## src/rtl/alu_result_fifo.sv

```systemverilog
// alu_result_fifo: captures ALU results under a valid/ready handshake.
// Status flags are derived when an entry is pushed and stored with it.
// Entries are held in a small first-word-fall-through FIFO.
module alu_result_fifo #(
  parameter int DEPTH  = 4,
  parameter int DATA_W = 16,
  parameter int OP_W   = 5,
  parameter int CNT_W  = $clog2(DEPTH + 1)
) (
  input  logic              clk,
  input  logic              rst,
  input  logic              Flush,
  input  logic              In_Valid,
  output logic              In_Ready,
  input  logic [DATA_W-1:0] ALU_Out,
  input  logic              CarryOut,
  input  logic [OP_W-1:0]   Opcode,
  output logic              Out_Valid,
  input  logic              Out_Ready,
  output logic [DATA_W-1:0] Out_Data,
  output logic [OP_W-1:0]   Out_Opcode,
  output logic              Out_Carry,
  output logic              Out_Zero,
  output logic              Out_Wide,
  output logic [CNT_W-1:0]  Count,
  output logic [7:0]        Stall_Cnt
);

  localparam int PTR_W = (DEPTH > 1) ? $clog2(DEPTH) : 1;

  // One stored entry: result, issuing opcode and the flags derived at push time.
  typedef struct packed {
    logic [DATA_W-1:0] data;
    logic [OP_W-1:0]   op;
    logic              carry;
    logic              zero;
    logic              wide;
  } entry_t;

  // Storage is never reset; stale contents are hidden behind Out_Valid.
  // Asynchronous read of this small array gives the fall-through head.
  entry_t mem [DEPTH];

  logic [PTR_W-1:0] wr_ptr_reg, wr_ptr_next;
  logic [PTR_W-1:0] rd_ptr_reg, rd_ptr_next;
  logic [CNT_W-1:0] count_reg, count_next;
  logic [7:0]       stall_cnt_reg, stall_cnt_next;

  logic   in_ready;
  logic   out_valid;
  logic   push;
  logic   pop;
  entry_t push_entry;
  entry_t head_entry;

  // Handshake decodes come only from registered occupancy, so a full FIFO
  // refuses input even while it is being popped (no pass-through).
  assign in_ready  = (count_reg != CNT_W'(DEPTH));
  assign out_valid = (count_reg != '0);
  assign push      = In_Valid && in_ready;
  assign pop       = out_valid && Out_Ready;

  // Flags are computed from the live ALU inputs; they only matter on a push.
  // Carry is meaningful only for the add opcode (all zeros).
  always_comb begin
    push_entry       = '0;
    push_entry.data  = ALU_Out;
    push_entry.op    = Opcode;
    push_entry.carry = CarryOut && (Opcode == '0);
    push_entry.zero  = (ALU_Out == '0);
    push_entry.wide  = |ALU_Out[DATA_W-1:8];
  end

  // Next-state for pointers, occupancy and the stall counter; Flush overrides
  // any push or pop in the same cycle.
  always_comb begin
    wr_ptr_next    = wr_ptr_reg;
    rd_ptr_next    = rd_ptr_reg;
    count_next     = count_reg;
    stall_cnt_next = stall_cnt_reg;
    if (Flush) begin
      wr_ptr_next    = '0;
      rd_ptr_next    = '0;
      count_next     = '0;
      stall_cnt_next = '0;
    end else begin
      if (push) begin
        wr_ptr_next = wr_ptr_reg + PTR_W'(1);
      end
      if (pop) begin
        rd_ptr_next = rd_ptr_reg + PTR_W'(1);
      end
      case ({push, pop})
        2'b10:   count_next = count_reg + CNT_W'(1);
        2'b01:   count_next = count_reg - CNT_W'(1);
        default: count_next = count_reg;
      endcase
      if (In_Valid && !in_ready && (stall_cnt_reg != 8'hFF)) begin
        stall_cnt_next = stall_cnt_reg + 8'd1;
      end
    end
  end

  // Control state register with synchronous reset.
  always_ff @(posedge clk) begin
    if (rst) begin
      wr_ptr_reg    <= '0;
      rd_ptr_reg    <= '0;
      count_reg     <= '0;
      stall_cnt_reg <= '0;
    end else begin
      wr_ptr_reg    <= wr_ptr_next;
      rd_ptr_reg    <= rd_ptr_next;
      count_reg     <= count_next;
      stall_cnt_reg <= stall_cnt_next;
    end
  end

  // Entry storage write; a push during reset or flush is dropped.
  always_ff @(posedge clk) begin
    if (!rst && !Flush && push) begin
      mem[wr_ptr_reg] <= push_entry;
    end
  end

  // Head entry, masked to zero whenever the FIFO is empty.
  always_comb begin
    head_entry = '0;
    if (out_valid) begin
      head_entry = mem[rd_ptr_reg];
    end
  end

  assign In_Ready   = in_ready;
  assign Out_Valid  = out_valid;
  assign Out_Data   = head_entry.data;
  assign Out_Opcode = head_entry.op;
  assign Out_Carry  = head_entry.carry;
  assign Out_Zero   = head_entry.zero;
  assign Out_Wide   = head_entry.wide;
  assign Count      = count_reg;
  assign Stall_Cnt  = stall_cnt_reg;

endmodule

```

## config.mk

```make
export PLATFORM = sky130hd
export DESIGN_NAME = alu_result_fifo
export DESIGN_NICKNAME = d
export VERILOG_FILES = /design/src/rtl/alu_result_fifo.sv
export SDC_FILE = /design/constraint.sdc
export NUM_CORES = 1
export LEC_CHECK = 0
export ABC_CLOCK_PERIOD_IN_PS = 2900
export CAP_MARGIN = 20
export CORE_ASPECT_RATIO = 0.6
export CORE_UTILIZATION = 25
export CTS_CLUSTER_DIAMETER = 50
export DETAILED_ROUTE_END_ITERATION = 8
export SETUP_SLACK_MARGIN = 0.3
export SYNTH_ARGS = -nofsm -noshare
export SYNTH_HDL_FRONTEND = slang
export SYNTH_SLANG_ARGS = --single-unit
export TNS_END_PERCENT = 5
```

## constraint.sdc

```tcl
create_clock -name clk -period 2.9 [get_ports clk]
set_clock_uncertainty 0.1 [all_clocks]
set_input_delay 0.435 -clock clk [delete_from_list [all_inputs] [get_ports clk]]
set_output_delay 0.435 -clock clk [all_outputs]
set_load 0.02 [all_outputs]
```

==> results.sh <==
export IMPL_grt_pass1_wl_mm=14.9
export IMPL_core_rowCount=38
export IMPL_synth_simple_gate_area_share_pct=8.85
export IMPL_dr_pass1_iters=4
export IMPL_worstPathCellList="buf_12 > mux4_2 > nor2b_1 > clkdlybuf4s50_1"
export IMPL_cts_inserted_buffers=17
export IMPL_crit_slowest_cell="clkdlybuf4s50_1"
export IMPL_synth_cell_type_count=43
export IMPL_drc_errors=0
export IMPL_cts_num_sinks=113
export IMPL_hpwlAfterDp_mm=5.71
export IMPL_grt_max_degree=26
export IMPL_yosysSeqAreaShare_pct=70.0
export IMPL_synth_flop_cell="edfxtp_1"
export IMPL_switchingPower_uw=907
export IMPL_dr_total_vias=2539
export IMPL_htreeDepth=4
export IMPL_rsz0062_at_grt="yes"
export IMPL_worstPathRequired_ns=2.37
export IMPL_n_antenna_cell=0
export IMPL_ant_nets=0
export IMPL_gp_congestion=0.710
export IMPL_top_register="mem"
export IMPL_synth_compound_area_share_pct=3.80
export IMPL_gr_total_overflow=0
export IMPL_pwr_share_clk_pct=52.0
export IMPL_cpPeakStageDelay_ns=0.55
export IMPL_period_minus_slack_ns=2.74
export IMPL_slew_violations=0
export IMPL_clock_tree_root_cell="clkbuf_16"
export IMPL_synth_top_family_by_area="multiplexers"
export IMPL_largest_reg_flops=96
export IMPL_drt_iter0_markers=138
export IMPL_setup_viol=0
export IMPL_clkTransAtPathRegs_ns=0.06
export IMPL_worstSetupPathType="register to output port"
export IMPL_design_core_area_mm2=0.0181
export IMPL_synthXorXnorAreaFrac_pct=0.760
export IMPL_fmaxAchievable_mhz=365
export IMPL_synth_async_reset_ratio_pct=0
export IMPL_synth_edf_count=96
export IMPL_arrival_ns=2.21
export IMPL_combPwrFrac_pct=5.2
export IMPL_drive_gt1_share_pct=20.4
export IMPL_yosys_warnings=0
export IMPL_sw_frac_of_total_pct=21.8
export IMPL_cp_max_fo=12
export IMPL_ctsLongestPathBuffers=2
export IMPL_setup_tns_ns=0
export IMPL_hp_class="register to register"
export IMPL_syn_num_nets=298
export IMPL_path_buf_inv=2
export IMPL_slew_headroom_pct=63.9
export IMPL_ir_drop_v=0.000355
export IMPL_synth_area_mm2=0.00461
export IMPL_die_w_um=177
export IMPL_hold_viol_final=0
export IMPL_finalPower_uw=4170
export IMPL_internal_power_uw=3260
export IMPL_layout_common_cells="edfxtp_1 (96), clkdlybuf4s50_1 (49), nor2b_1 (25)"
export IMPL_synth_area_per_cell_um2=17.5
export IMPL_powerDensity_mw_per_mm2=675
export IMPL_p_leak_uw=0.00208
export IMPL_worst_pin_slew_ns=0.535
export IMPL_grt_pass1_vias=2610
export IMPL_synthMuxAreaShare_pct=12.2
export IMPL_die_area_mm2=0.0190
export IMPL_synth_adder_area_share_pct=2.06
export IMPL_detail_route_wl_per_cell_um=16.4
export IMPL_track_usage_pct=11.0
export IMPL_ys_ff_latch=113
export IMPL_start_util_pct=25.5
export IMPL_power_share_sequential_pct=42.8
export IMPL_start_kind="register"
export IMPL_cts_hold_buf=0
export IMPL_num_nets_final=374
export IMPL_viasPerCell=4.28
export IMPL_status="finished, final reports clean"
export IMPL_die_h_um=107
export IMPL_final_common_cell="edfxtp_1"
export IMPL_syn_inst=264
export IMPL_area_growth_pct=34.0
export IMPL_wl_mm=9.73
export IMPL_end_kind="output port"
export IMPL_num_io_pins=64
export IMPL_critPathTopFamily="buffers and inverters"
export IMPL_antenna_found_initial=0
export IMPL_cts_tree="done"
export IMPL_fin_crit_sh_pct=94.5
export IMPL_portBuffers=63
export IMPL_clk_latency_ns=0.41
export IMPL_drv_max_cap_violation_count=0
[Yosys cell counts, types with 2 or more instances]
| cell type | instances | share of area [%] |
|---|---|---|
| a211oi_1 | 2 | 0.33 |
| a21o_1 | 2 | 0.33 |
| a21oi_1 | 6 | 0.65 |
| a31oi_1 | 2 | 0.27 |
| a41oi_1 | 2 | 0.38 |
| and2_4 | 2 | 0.38 |
| and3_1 | 7 | 0.95 |
| buf_2 | 4 | 0.43 |
| buf_6 | 3 | 0.73 |
| clkbuf_1 | 6 | 0.49 |
| dfxtp_1 | 17 | 7.4 |
| edfxtp_1 | 96 | 63 |
| ha_1 | 6 | 1.6 |
| inv_1 | 8 | 0.65 |
| mux2i_1 | 2 | 0.43 |
| mux4_2 | 24 | 12 |
| nand2_1 | 7 | 0.57 |
| nand3_1 | 2 | 0.22 |
| nor2_1 | 10 | 0.81 |
| nor2b_1 | 25 | 3.4 |
| nor3_1 | 2 | 0.22 |
| nor4_1 | 4 | 0.54 |
| or3_1 | 2 | 0.27 |
| xor2_1 | 4 | 0.76 |
[repair_timing]
| item | CTS | global route |
|---|---|---|
| hold endpoints to repair | 0 | 0 |
| cloned | 1 | 0 |
| resized for setup | 13 | 1 |
| setup endpoints to repair | 24 | 26 |
| setup buffers | 0 | 0 |
[path summary, 6_finish.rpt]
check                     from            to  slack, ns  cells past startpoint
hold reg to reg   Stall_Cnt[1]  Stall_Cnt[1]       0.41                      2
setup reg to reg      Count[2]      Count[2]       0.31                      9
setup / recovery      register   Out_Data[3]       0.16                      4
hold / removal    Stall_Cnt[1]  Stall_Cnt[1]       0.41                      2
[power groups by stage]
stage	logic (µW)	registers, µW	clock network [µW]
floorplan	102	1820	0
global placement	224	1820	0
detailed placement	227	1820	0
CTS	223	1780	2220
global route	238	1790	2300
finish	216	1780	2170
[worst register-to-register path: stages (launching register included)]
cell and delay (ns):
dfxtp_1 0.47, or3b_1 0.47, and2_4 0.21, inv_1 0.05
ha_1 0.17, inv_1 0.06, fa_1 0.37, xor2_1 0.16
or3_1 0.31, a21oi_1 0.15
[through the flow]
| step | utilization [%] | std cells | worst slack [ns] | instance area, µm² | hold slack [ns] |
|---|---|---|---|---|---|
| finish | 34.2 | 593 | 0.160 | 6170 | 0.406 |
| global route | 34.2 | 593 | 0.0518 | 6170 | 0.449 |
| CTS | 34.1 | 593 | 0.120 | 6170 | 0.411 |
| detailed placement | 30.6 | 560 | 0.334 | 5530 | 0.404 |
| global placement | 30.6 | 560 | 0.390 | 5530 | 0.384 |
| floorplan | - | 264 | 0.319 | 4610 | 0.385 |
[per-layer routing]
| layer | part of all wire (%) | track usage (%) | up-vias |
|---|---|---|---|
| li1 | - | - | 1192 |
| met4 | 0.32 | 3.11 | 0 |
| met2 | 46 | 16.5 | 77 |
| met1 | 48 | 14.8 | 1266 |
| met5 | 0 | 0 | - |
| met3 | 6.2 | 4.01 | 4 |
[cells by family (layout without fill, tap and decap cells)]
kind of cell             Yosys count  in the layout
buffers and inverters             22            111
XOR/XNOR                           4              4
AO/OA/AOI/OAI                     23             23
flip-flops                       113            113
adder cells (fa/ha/maj)            7              7
AND/OR/NAND/NOR                   69             69
multiplexers                      26             26
[layout make-up]
cell class	count	area, µm²
Clock inverter	15	198
Timing Repair Buffer	71	714
Clock buffer	17	425
Fill cell	1752	11900
Multi-Input combinational cell	129	1280
Inverter	8	30.0
Tap cell	240	300
Sequential cell	113	3220
Note: power is estimated with default switching activity, not from simulation.
